[config.mk]
export PLATFORM = sky130hd
export DESIGN_NAME = instr_fetch
export DESIGN_NICKNAME = d
export VERILOG_FILES = /design/src/rtl/instr_fetch.sv
export SDC_FILE = /design/constraint.sdc
export NUM_CORES = 1
export LEC_CHECK = 0
export CORE_MARGIN = 2
export CORE_UTILIZATION = 40
export DETAILED_ROUTE_END_ITERATION = 10
export HOLD_SLACK_MARGIN = 0.1
export PLACE_DENSITY = 0.68
export RECOVER_POWER = 100
export SKIP_LAST_GASP = 1
export SYNTH_ARGS = -nofsm -noshare
export SYNTH_HDL_FRONTEND = slang
export SYNTH_SLANG_ARGS = --single-unit
[constraint.sdc]
create_clock -name clock -period 5.1 [get_ports clock]
set_input_delay 1.02 -clock clock [delete_from_list [all_inputs] [get_ports clock]]
set_output_delay 1.02 -clock clock [all_outputs]
set_load 0.005 [all_outputs]
[src/rtl/instr_fetch.sv]
// instr_fetch: fetch PC, single-outstanding instruction-memory requester
// and 2-entry {ir, ir_pc} buffer with redirect flush.
module instr_fetch #(
    parameter logic [15:0] RESET_PC = 16'h0000
) (
    input  logic        clock,
    input  logic        reset,
    output logic        imem_req,
    output logic [9:0]  imem_addr,
    input  logic        imem_ack,
    input  logic [15:0] imem_data,
    input  logic        redirect,
    input  logic [15:0] redirect_pc,
    output logic        ir_valid,
    output logic [15:0] ir,
    output logic [15:0] ir_pc,
    input  logic        ir_ready
);

    typedef enum logic [1:0] {
        S_IDLE = 2'd0,
        S_REQ  = 2'd1,
        S_DROP = 2'd2
    } state_t;

    state_t      r_state;
    state_t      w_state_nxt;
    logic [15:0] r_fetch_pc;
    logic [15:0] w_fetch_pc_nxt;
    logic [15:0] w_redir_pc;

    logic [15:0] r_buf_ir [2];
    logic [15:0] r_buf_pc [2];
    logic        r_rd_ptr;
    logic        r_wr_ptr;
    logic [1:0]  r_count;
    logic [1:0]  w_count_nxt;

    logic        w_launch;
    logic        w_req;
    logic        w_push;
    logic        w_pop;

    // Request, accept and buffer-occupancy decode for the current cycle
    always_comb begin
        w_redir_pc  = redirect_pc & 16'hFFFC;
        w_launch    = (r_state == S_IDLE) && (r_count != 2'd2) && !redirect;
        w_req       = (r_state == S_REQ) || (r_state == S_DROP) || w_launch;
        w_push      = imem_ack && w_req && (r_state != S_DROP) && !redirect;
        w_pop       = ir_ready && (r_count != 2'd0) && !redirect;
        w_count_nxt = r_count + {1'b0, w_push} - {1'b0, w_pop};
    end

    // Next-state and next fetch PC; redirect takes priority over everything
    always_comb begin
        w_state_nxt    = r_state;
        w_fetch_pc_nxt = r_fetch_pc;
        if (redirect) begin
            w_fetch_pc_nxt = w_redir_pc;
            w_state_nxt    = (w_req && !imem_ack) ? S_DROP : S_IDLE;
        end else if (w_push) begin
            w_fetch_pc_nxt = r_fetch_pc + 16'd4;
            w_state_nxt    = (w_count_nxt == 2'd2) ? S_IDLE : S_REQ;
        end else begin
            unique case (r_state)
                S_IDLE: if (w_launch) w_state_nxt = S_REQ;
                S_REQ:  w_state_nxt = S_REQ;
                S_DROP: if (imem_ack) w_state_nxt = S_IDLE;
                default: w_state_nxt = S_IDLE;
            endcase
        end
    end

    // State and fetch PC registers
    always_ff @(posedge clock) begin
        if (reset) begin
            r_state    <= S_IDLE;
            r_fetch_pc <= RESET_PC;
        end else begin
            r_state    <= w_state_nxt;
            r_fetch_pc <= w_fetch_pc_nxt;
        end
    end

    // Two-entry instruction buffer; a redirect empties it
    always_ff @(posedge clock) begin
        if (reset) begin
            r_rd_ptr <= 1'b0;
            r_wr_ptr <= 1'b0;
            r_count  <= 2'd0;
            for (int i = 0; i < 2; i++) begin
                r_buf_ir[i] <= 16'h0000;
                r_buf_pc[i] <= 16'h0000;
            end
        end else if (redirect) begin
            r_rd_ptr <= 1'b0;
            r_wr_ptr <= 1'b0;
            r_count  <= 2'd0;
        end else begin
            if (w_push) begin
                r_buf_ir[r_wr_ptr] <= imem_data;
                r_buf_pc[r_wr_ptr] <= r_fetch_pc;
                r_wr_ptr           <= ~r_wr_ptr;
            end
            if (w_pop) begin
                r_rd_ptr <= ~r_rd_ptr;
            end
            r_count <= w_count_nxt;
        end
    end

    // Outputs; the request is held low while reset is asserted
    always_comb begin
        imem_req  = w_req && !reset;
        imem_addr = r_fetch_pc[11:2];
        ir_valid  = (r_count != 2'd0);
        ir        = r_buf_ir[r_rd_ptr];
        ir_pc     = r_buf_pc[r_rd_ptr];
    end

endmodule

==> summary.txt, run 1 <==
STA
  • Slew @ Worst Pin: 1.82 ns
  • Final Cycle Share: 0.846
  • Hold Worst Slack: 0.513 ns
  • Post-Route Skew: 0.0103 ns
  • Final hold vios: 0
  • Slew HR: -0.210
  • Fmax: 232 MHz
  • Max Slew Vio Count: 31
  • Setup_tns: 0 ns
  • RSZ-0062 raised after global routing: false
  • Final min period: 4.31 ns
  • Worst setup margin: 0.786 ns
  • Final setup viols: 0

Detailed routing
  • Final ANT Viol Nets: 0
  • Avg WL per Cell: 15.9 µm
  • # DRC: 0
  • Via count: 2726
  • First-pass DRT Iterations: 4
  • Iter 0 DRT Violations: 120
  • Via density: 5.12
  • Final Routed Wirelength: 8.45 mm

CTS
  • Post-CTS Setup Repair Bufs: 0
  • CTS tree: done
  • Clock root cell: clkbuf_8
  • CTS max path bufs: 2
  • CTS Hold Bufs: 0
  • H-tree levels: 3
  • Post-CTS Resized: 0
  • Clock Sinks: 81
  • Worst skew pair latency: 0.35 ns
  • Cts bufs inserted: 9
  • Worst-path clk slew: 0.09 ns

Finish
  • Fillers: 893
  • Area of the multi-input gates: 0.00154 mm²
  • Nets@finish: 437
  • FF+latch area: 0.00222 mm²
  • Antenna diode count: 0
  • Area delta synth->final: 27.2%
  • Post-route cell area: 0.00500 mm²
  • Layout cells sized above 1: 0.128

Global route
  • First-pass GRT wire length: 13.5 mm
  • Remaining global-route overflow: 0
  • Global Route Usage Sum: 0.169
  • Initial antenna violation count: 0
  • Vias in the first global route: 2701
  • Largest net degree at the start of global routing: 32

Critical path
  • Max incr delay on CP: 0.96 ns
  • Critical Path AT: 4.37 ns
  • Critical Path Start: redirect
  • Crit path to: r_buf_ir[1][7]
  • Delay-heaviest family, CP: buffers and inverters
  • Worst path cell trace: dlygate4sd3_1 -> inv_1 -> a31o_2 -> and4_1 -> buf_4 -> or2_0 -> buf_12
  • Max stage delay cell, worst path: or2_0
  • R2r setup slk: 2.10 ns
  • Startpoint Class: primary input
  • Setup crit end kind: register
  • R2r endpoint: r_buf_ir[1][7]
  • Cell depth of the worst setup path: 7
  • Buf/Inv on CP: 4
  • CP max FO: 31
  • Critical Setup Path Class: in -> reg
  • CP Data Required Time: 5.16 ns
  • Depth of the worst register-to-register path: 7
  • Beginning of the worst register-to-register path: r_state[0]

Placed design
  • Final HPWL DP: 5.60 mm
  • Port Buffers: 76
  • Dpl ws: 0.940 ns
  • Gpl congestion: 0.826
  • Placed cell area: 0.00479 mm²

Synth
  • Seq cells post-synth: 81
  • Async set-reset flop share out of synthesis: 0
  • Post-synth EDFFs: 60
  • Syn. warnings: 0
  • Synth cell types: 47
  • Mapped Cells: 329
  • Netlist Area Pre-Place: 0.00393 mm²
  • Sequential element share of the synthesized area: 0.565
  • Mean Syn Cell Area: 11.9 µm²
  • Ys flop type: edfxtp_1

Floorplanning
  • Die span in x: 103 µm
  • Top Ports: 81
  • Std-Cell Rows: 36
  • Core area: 0.00964 mm²
  • Die footprint: 0.0106 mm²
  • Initial Util: 0.408
  • Die Y-Extent: 103 µm

Power
  • P_leak: 1.85 nW
  • Peak supply drop: 0.000158 V
  • Pwr Density: 296 mW/mm²

Worst hold path
  • Hold path start: r_rd_ptr
  • Worst hold path class: reg -> reg

Outcome
  • Failing checks: max-capacitance violations, max-slew violations
  • Status: finished with violations

Run
  • Max-cap violations: 1
==> state kept, by name, summed over array words and instances (netlist names), named ones only <==
signal and count:
r_buf_ir 32, r_buf_pc 28, r_count 2, r_fetch_pc 14
r_rd_ptr 1, r_state 2, r_wr_ptr 1
==> metal layers <==
layer | wire length (µm) | track usage | part of all wire
met5 | 0 | 0 | 0
met4 | 104 | 0.0547 | 0.012
met3 | 507 | 0.0441 | 0.060
met2 | 4010 | 0.272 | 0.47
met1 | 3820 | 0.224 | 0.45
==> area by class of cell <==
class	instances	area share
Timing Repair Buffer	84	0.164
Tap cell	133	0.0333
Sequential cell	81	0.444
Clock inverter	5	0.0208
Clock buffer	11	0.0263
Multi-Input combinational cell	213	0.308
Inverter	5	0.00375
==> layout by cell type (no fill, tap or decap), drive strengths merged, types with 7 or more instances in the layout <==
| cell | instances |
|---|---|
| and2 | 62 |
| mux2 | 30 |
| or3 | 7 |
| o21ai | 10 |
| clkbuf | 15 |
| a311oi | 10 |
| nand3 | 8 |
| edfxtp | 60 |
| dfxtp | 21 |
| clkdlybuf4s50 | 37 |
| nand2 | 8 |
| dlygate4sd3 | 39 |
| nor2 | 17 |
==> worst min path at each step <==
stage                     to  slack, ns  cells past startpoint
CTS                 register       0.52                      2
detailed placement  r_rd_ptr       0.50                      2
global route        register       0.55                      2
floorplan           register       0.47                      2
global placement    register       0.49                      2
finish              register       0.51                      2
==> worst min-delay path: cells and delay by family (launching register included) <==
family	cells	cell delay (ns)
xor+xnor	1	0.08
flops	1	0.33
simple gates	1	0.07
==> report_power, final <==
group	switching [mW]	internal (mW)	total [mW]
Combinational	0.0722	0.0863	0.159
Clock	0.235	0.326	0.561
Sequential	0.0213	0.740	0.762
==> metrics by stage <==
stage | power [mW] | utilization | std cells
global route | 1.54 | 0.519 | 532
global placement | 0.945 | 0.497 | 516
detailed placement | 0.949 | 0.497 | 516
floorplan | 0.855 | - | 330
finish | 1.48 | 0.519 | 532
CTS | 1.50 | 0.522 | 532
==> synthesized netlist by cell type (2+ instances only) <==
library cell | instances | area share
a21oi_1 | 2 | 0.0025
a311oi_1 | 10 | 0.022
and2_1 | 62 | 0.099
and3_1 | 3 | 0.0048
buf_2 | 3 | 0.0038
buf_4 | 12 | 0.023
clkbuf_1 | 16 | 0.015
dfxtp_1 | 21 | 0.11
edfxtp_1 | 60 | 0.46
ha_1 | 6 | 0.019
inv_1 | 4 | 0.0038
mux2_2 | 30 | 0.086
nand2_1 | 7 | 0.0067
nand2b_1 | 6 | 0.0095
nand3_1 | 7 | 0.0089
nand4_1 | 3 | 0.0048
nor2_1 | 17 | 0.016
nor3_1 | 2 | 0.0025
nor4_1 | 4 | 0.0064
o21ai_0 | 9 | 0.011
o311a_1 | 2 | 0.0051
o31a_1 | 2 | 0.0045
o31ai_1 | 4 | 0.0076
or2_1 | 2 | 0.0032
or3_1 | 7 | 0.011
or4_1 | 6 | 0.011
xor2_1 | 2 | 0.0045
==> kinds of logic after synthesis <==
kind of cell,share of synthesized area
flip-flops,0.565
other,0.000954
XOR/XNOR,0.00668
multiplexers,0.0859
AND/OR/NAND/NOR,0.201
adder cells (fa/ha/maj),0.0191
AO/OA/AOI/OAI,0.0738
buffers and inverters,0.0468
Note: power is estimated with default switching activity, not from simulation.
==> inputs of run 2 (changes only) <==
--- a/config.mk
+++ b/config.mk
@@ -9,7 +9,7 @@
 export CORE_UTILIZATION = 40
 export DETAILED_ROUTE_END_ITERATION = 10
 export HOLD_SLACK_MARGIN = 0.1
-export PLACE_DENSITY = 0.68
+export PLACE_DENSITY = 0.7
 export RECOVER_POWER = 100
 export SKIP_LAST_GASP = 1
 export SYNTH_ARGS = -nofsm -noshare
==> constraint.sdc (replaced) <==
create_clock -name clock -period 3.78 [get_ports clock]
set_input_delay 0.756 -clock clock [delete_from_list [all_inputs] [get_ports clock]]
set_output_delay 0.756 -clock clock [all_outputs]
set_load 0.005 [all_outputs]
==> summary.txt, run 2 (synthesis gave the netlist of run 1 again) <==
Outcome
  • Status: finished clean (was finished with violations)

Critical path
  • R2r setup slk: 0.99 ns (was 2.10 ns)
  • Cell mode on critical path: clkdlybuf4s50_1
  • Max incr delay on CP: 0.53 ns (was 0.96 ns)
  • R2r endpoint: r_buf_ir[0][11] (was r_buf_ir[1][7])
  • Startpoint Class: primary input (unchanged)
  • Buf/Inv on CP: 3 (was 4)
  • CP Data Required Time: 3.02 ns (was 5.16 ns)
  • Critical Setup Path Class: in -> out (was in -> reg)
  • Critical Path AT: 2.58 ns (was 4.37 ns)
  • Max stage delay cell, worst path: inv_1 (was or2_0)
  • Worst path cell trace: clkdlybuf4s50_1 -> inv_1 -> a31oi_1 -> nor2_1 -> clkdlybuf4s50_1 (was dlygate4sd3_1 -> inv_1 -> a31o_2 -> and4_1 -> buf_4 -> or2_0 -> buf_12)
  • Setup crit end kind: output port (was register)
  • Depth of the worst register-to-register path: 7 (unchanged)
  • CP max FO: 24 (was 31)
  • Beginning of the worst register-to-register path: r_state[0] (unchanged)
  • Delay-heaviest family, CP: buffers and inverters (unchanged)

Finish
  • Layout cells sized above 1: 0.143 (was 0.128)
  • Nets@finish: 437 (unchanged)
  • Most frequent cells in the layout: edfxtp_1 (60), dlygate4sd3_1 (42), and2_1 (34), clkdlybuf4s50_1 (34), mux2_2 (30) (was edfxtp_1 (60), and2_1 (40), dlygate4sd3_1 (39), clkdlybuf4s50_1 (37), mux2_2 (27))
  • Post-route cell area: 0.00494 mm² (was 0.00500 mm²)
  • Largest register by flop count: r_buf_ir (unchanged)
  • Max FFs per register: 32 (unchanged)
  • Fillers: 903 (was 893)
  • Final cell count without fillers: 532 (unchanged)
  • Biggest regs: r_buf_ir: 32 flops, r_buf_pc: 28 flops, r_fetch_pc: 14 flops (unchanged)
  • Antenna diode count: 0 (unchanged)
  • Leading cell type in the layout, fill and taps excluded: edfxtp_1 (unchanged)
  • Area delta synth->final: 25.8% (was 27.2%)

Placed design
  • Final HPWL DP: 5.41 mm (was 5.60 mm)
  • Port Buffers: 76 (unchanged)
  • Placed cell area: 0.00478 mm² (was 0.00479 mm²)
  • Gpl congestion: 0.852 (was 0.826)
  • Cell count after placement: 516 (unchanged)

Floorplanning
  • Die footprint: 0.0106 mm² (unchanged)
  • Initial Util: 0.408 (unchanged)
  • Top Ports: 81 (unchanged)
  • Die span in x: 103 µm (unchanged)
  • Std-Cell Rows: 36 (unchanged)
  • Core area: 0.00964 mm² (unchanged)
  • Die Y-Extent: 103 µm (unchanged)

STA
  • Slew HR: 0.125 (was -0.210)
  • Fmax: 300 MHz
  • Final min period: 3.33 ns
  • Final hold vios: 0 (unchanged)
  • Max Slew Vio Count: 0 (was 31)
  • RSZ-0062 raised after global routing: false (unchanged)
  • Setup_tns: 0 ns (unchanged)
  • Post-Route Skew: 0.00424 ns (was 0.0103 ns)
  • Final setup viols: 0 (unchanged)
  • Final Cycle Share: 0.882
  • Slew @ Worst Pin: 1.31 ns (was 1.82 ns)

CTS
  • Worst skew pair latency: 0.34 ns (was 0.35 ns)
  • Clock root cell: clkbuf_8 (unchanged)
  • Worst-path clk slew: 0.08 ns (was 0.09 ns)
  • CTS Hold Bufs: 0 (unchanged)
  • H-tree levels: 3 (unchanged)
  • Cts bufs inserted: 9 (unchanged)
  • CTS tree: done (unchanged)
  • Clock Sinks: 81 (unchanged)
  • CTS max path bufs: 2 (unchanged)
  • Post-CTS Setup Repair Bufs: 0 (unchanged)
  • Post-CTS Resized: 0 (unchanged)

Power
  • P_leak: 1.82 nW (was 1.85 nW)
  • Pwr Density: 374 mW/mm² (was 296 mW/mm²)
  • Total Power: 1.85 mW (was 1.48 mW)
  • Peak supply drop: 0.000251 V (was 0.000158 V)

Worst hold path
  • Hold Path Stages: 2 (unchanged)
  • Hold path start: r_rd_ptr (unchanged)
  • Worst hold path class: reg -> reg (unchanged)

Global route
  • Vias in the first global route: 2659 (was 2701)
  • Largest net degree at the start of global routing: 31 (was 32)
  • Global Route Usage Sum: 0.163 (was 0.169)
  • First-pass GRT wire length: 13.3 mm (was 13.5 mm)
  • Initial antenna violation count: 0 (unchanged)
  • Remaining global-route overflow: 0 (unchanged)

Detailed routing
  • Final Routed Wirelength: 8.31 mm (was 8.45 mm)
  • First-pass DRT Iterations: 4 (unchanged)
  • # DRC: 0 (unchanged)
  • Avg WL per Cell: 15.6 µm (was 15.9 µm)
  • Via density: 5.08 (was 5.12)
  • Iter 0 DRT Violations: 97 (was 120)
  • Via count: 2704 (was 2726)
  • Final ANT Viol Nets: 0 (unchanged)

Run
  • Max-cap violations: 0 (was 1)
## run 2: area by class of cell
type	count	area (µm²)	share of cell area
inverter	5	18.8	0.00380
multi-input combinational	213	1550	0.313
tap	133	166	0.0337
sequential	81	2220	0.449
timing repair buffer	84	806	0.163
clock buffer	9	124	0.0251
clock inverter	7	61.3	0.0124
## run 2: worst reg2reg max path, stage by stage, from the launching register on
cell and delay (ns):
dfxtp_1 0.37, inv_1 0.08, ha_1 0.36, a31oi_1 0.23
clkbuf_1 0.91, nor4_2 0.12, buf_4 0.27, and2_0 0.21
## run 2: report_power, final
part,switching (mW),internal [mW],total [mW]
registers,0.0288,0.999,1.03
logic,0.0980,0.115,0.213
clock network,0.309,0.299,0.608
total,0.436,1.41,1.85
## run 2: stage by stage
| stage | util | setup slack [ns] | hold WS [ns] |
|---|---|---|---|
| CTS | 0.515 | 0.704 | 0.509 |
| finish | 0.513 | 0.445 | 0.513 |
| global route | 0.513 | 0.300 | 0.548 |
| global placement | 0.496 | 0.640 | 0.492 |
| detailed placement | 0.496 | 0.568 | 0.490 |
| floorplan | - | 0.733 | 0.472 |
## run 2: layer usage
| metal | global-route usage | routed length, µm | vias to the layer above |
|---|---|---|---|
| met3 | 0.0312 | 352 | 8 |
| met2 | 0.283 | 4140 | 63 |
| met5 | 0 | 0 | - |
| li1 | - | - | 1317 |
| met4 | 0.0374 | 84 | 0 |
| met1 | 0.211 | 3730 | 1316 |
## run 2: worst max-delay path by stage
stage                     cells past startpoint     start  slack, ns              end
after CTS                                     5  redirect       0.70         imem_req
after global routing                          7  redirect       0.30  r_buf_ir[0][14]
final                                         5  redirect       0.45         imem_req
after global placement                       11  redirect       0.64       r_state[0]
after detailed placement                     11  redirect       0.57       r_state[0]
after floorplan                               4  redirect       0.73   r_buf_ir[0][0]
==> inputs of run 3 (changes only) <==
--- a/config.mk
+++ b/config.mk
@@ -5,11 +5,13 @@
 export SDC_FILE = /design/constraint.sdc
 export NUM_CORES = 1
 export LEC_CHECK = 0
+export CAP_MARGIN = 10
 export CORE_MARGIN = 2
 export CORE_UTILIZATION = 40
 export DETAILED_ROUTE_END_ITERATION = 10
+export DONT_BUFFER_PORTS = 1
 export HOLD_SLACK_MARGIN = 0.1
-export PLACE_DENSITY = 0.7
+export PLACE_DENSITY = 0.57
 export RECOVER_POWER = 100
 export SKIP_LAST_GASP = 1
 export SYNTH_ARGS = -nofsm -noshare
==> constraint.sdc (replaced) <==
create_clock -name clock -period 4 [get_ports clock]
set_input_delay 0.8 -clock clock [delete_from_list [all_inputs] [get_ports clock]]
set_output_delay 0.8 -clock clock [all_outputs]
set_load 0.005 [all_outputs]
==> summary.txt, run 3 (synthesis gave the netlist of run 1 again) <==
Outcome
  • Status: finished with violations (was finished clean)
  • Failing checks: max-capacitance violations, max-slew violations

CTS
  • Post-CTS Setup Repair Bufs: 0 (unchanged)
  • CTS tree: done (unchanged)
  • H-tree levels: 3 (unchanged)
  • CTS Hold Bufs: 0 (unchanged)
  • Clock root cell: clkbuf_8 (unchanged)
  • Worst skew pair latency: 0.36 ns (was 0.34 ns)
  • CTS max path bufs: 2 (unchanged)
  • Clock Sinks: 81 (unchanged)
  • Post-CTS Resized: 0 (unchanged)
  • Cts bufs inserted: 9 (unchanged)
  • Worst-path clk slew: 0.08 ns (about the same)

Placed design
  • Gpl congestion: 0.825 (was 0.852)
  • Port Buffers: 0 (was 76)
  • Cell count after placement: 437 (was 516)
  • Placed cell area: 0.00401 mm² (was 0.00478 mm²)
  • Final HPWL DP: 5.14 mm (was 5.41 mm)
  • Dpl ws: 0.999 ns (was 0.568 ns)

Critical path
  • CP Data Required Time: 3.20 ns (was 3.02 ns)
  • Critical Setup Path Class: reg -> out (was in -> out)
  • Worst path cell trace: mux2_2 (was clkdlybuf4s50_1 -> inv_1 -> a31oi_1 -> nor2_1 -> clkdlybuf4s50_1)
  • Max incr delay on CP: 1.33 ns (was 0.53 ns)
  • Startpoint Class: register (was primary input)
  • Setup crit end kind: output port (unchanged)
  • Buf/Inv on CP: 0 (was 3)
  • Critical Path AT: 2.16 ns (was 2.58 ns)
  • CP max FO: 30 (was 24)
  • Max stage delay cell, worst path: dfxtp_1 (was inv_1)
  • Delay-heaviest family, CP: flip-flops (was buffers and inverters)
  • R2r setup slk: 1.39 ns (was 0.99 ns)

Global route
  • Vias in the first global route: 2413 (was 2659)
  • GR Util met2: 0.247 (was 0.283)
  • First-pass GRT wire length: 12.3 mm (was 13.3 mm)
  • GRT busiest layer: met2 (unchanged)
  • Global Route Usage Sum: 0.158 (was 0.163)
  • Remaining global-route overflow: 0 (unchanged)
  • Largest net degree at the start of global routing: 31 (unchanged)
  • Initial antenna violation count: 0 (unchanged)
  • Grt met1 use: 0.192 (was 0.211)
  • Met3 Use GR: 0.0590 (was 0.0312)

Detailed routing
  • Final ANT Viol Nets: 0 (unchanged)
  • Via density: 5.36 (was 5.08)
  • Via count: 2428 (was 2704)
  • # DRC: 0 (unchanged)
  • Final Routed Wirelength: 7.99 mm (was 8.31 mm)
  • First-pass DRT Iterations: 4 (unchanged)
  • Avg WL per Cell: 17.6 µm (was 15.6 µm)
  • Iter 0 DRT Violations: 93 (was 97)

Power
  • Switching part of the total power: 0.243 (was 0.236)
  • Internal: 1.27 mW (was 1.41 mW)
  • Switch Pwr: 409 µW (was 436 µW)
  • Peak supply drop: 0.000153 V (was 0.000251 V)
  • P_leak: 1.47 nW (was 1.82 nW)
  • Combinational Power Share: 0.067 (was 0.115)
  • Pwr Density: 402 mW/mm² (was 374 mW/mm²)
  • Reg power frac: 0.579 (was 0.556)
  • Total Power: 1.68 mW (was 1.85 mW)
  • Clock Power Share: 0.354 (was 0.329)

Finish
  • Area delta synth->final: 6.62% (was 25.8%)
  • Post-route cell area: 0.00419 mm² (was 0.00494 mm²)
  • Final cell count without fillers: 453 (was 532)
  • Biggest regs: r_buf_ir: 32 flops, r_buf_pc: 28 flops, r_fetch_pc: 14 flops (unchanged)
  • Nets@finish: 358 (was 437)
  • Largest register by flop count: r_buf_ir (unchanged)
  • Layout cells sized above 1: 0.103 (was 0.143)
  • Antenna diode count: 0 (unchanged)
  • Max FFs per register: 32 (unchanged)
  • Final core utilization: 0.435 (was 0.513)
  • Leading cell type in the layout, fill and taps excluded: edfxtp_1 (unchanged)
  • Most frequent cells in the layout: edfxtp_1 (60), and2_1 (31), and2_0 (31), mux2_1 (23), dfxtp_1 (21) (was edfxtp_1 (60), dlygate4sd3_1 (42), and2_1 (34), clkdlybuf4s50_1 (34), mux2_2 (30))

Floorplanning
  • Std-Cell Rows: 36 (unchanged)
  • Core area: 0.00964 mm² (unchanged)
  • Die footprint: 0.0106 mm² (unchanged)
  • Die Y-Extent: 103 µm (unchanged)
  • Die span in x: 103 µm (unchanged)
  • Top Ports: 81 (unchanged)
  • Initial Util: 0.408 (unchanged)

STA
  • Slew @ Worst Pin: 1.50 ns (was 1.31 ns)
  • RSZ-0062 raised after global routing: false (unchanged)
  • Slew HR: -0.00245 (was 0.125)
  • Hold Worst Slack: 0.500 ns (was 0.513 ns)
  • Fmax: 337 MHz
  • Final hold vios: 0 (unchanged)
  • Post-Route Skew: 0.00807 ns (was 0.00424 ns)
  • Setup_tns: 0 ns (unchanged)
  • Final min period: 2.96 ns
  • Final Cycle Share: 0.741
  • Max Slew Vio Count: 31 (was 0)
  • Final setup viols: 0 (unchanged)
  • Worst setup margin: 1.04 ns (was 0.445 ns)

Run
  • Max-cap violations: 1 (was 0)

Worst hold path
  • Worst hold path class: in -> reg (was reg -> reg)
==> run 3: cell types whose count changed in the layout (fill, tap and decap cells not counted), moves of 3 or more <==
cell	delta
mux2_2	-23
clkinvlp_4	+3
clkdlybuf4s50_1	-34
and2_0	+3
dlygate4sd3_1	-42
mux2_1	+23
and2_1	-3
==> run 3: final timing paths <==
check,start,to,cells after the start
max reg2reg,r_state[0],r_buf_pc[1][5],6
max,register,ir[5],1
min,reset,r_fetch_pc[8],1
min reg2reg,r_rd_ptr,register,2
==> run 3: metal layers <==
metal	wire (µm)	vias up
met5	0	-
met4	186	0
met3	574	16
met2	3760	54
met1	3480	1199
li1	-	1159
==> run 3: power groups by stage <==
| stage | sequential (mW) | combinational (mW) | clock, mW |
|---|---|---|---|
| CTS | 0.975 | 0.122 | 0.614 |
| detailed placement | 0.995 | 0.122 | 0 |
| finish | 0.975 | 0.114 | 0.595 |
| global placement | 0.992 | 0.120 | 0 |
| global route | 0.982 | 0.129 | 0.645 |
| floorplan | 0.982 | 0.108 | 0 |
==> run 3: cell type report <==
| cell class | instances | area [µm²] |
|---|---|---|
| well taps | 133 | 166 |
| repair buffers | 5 | 43.8 |
| clock inverters | 7 | 70.1 |
| flip-flops and latches | 81 | 2220 |
| inverters | 5 | 18.8 |
| multi-input cells | 213 | 1550 |
| clock buffers | 9 | 124 |
| fillers | 956 | 5450 |
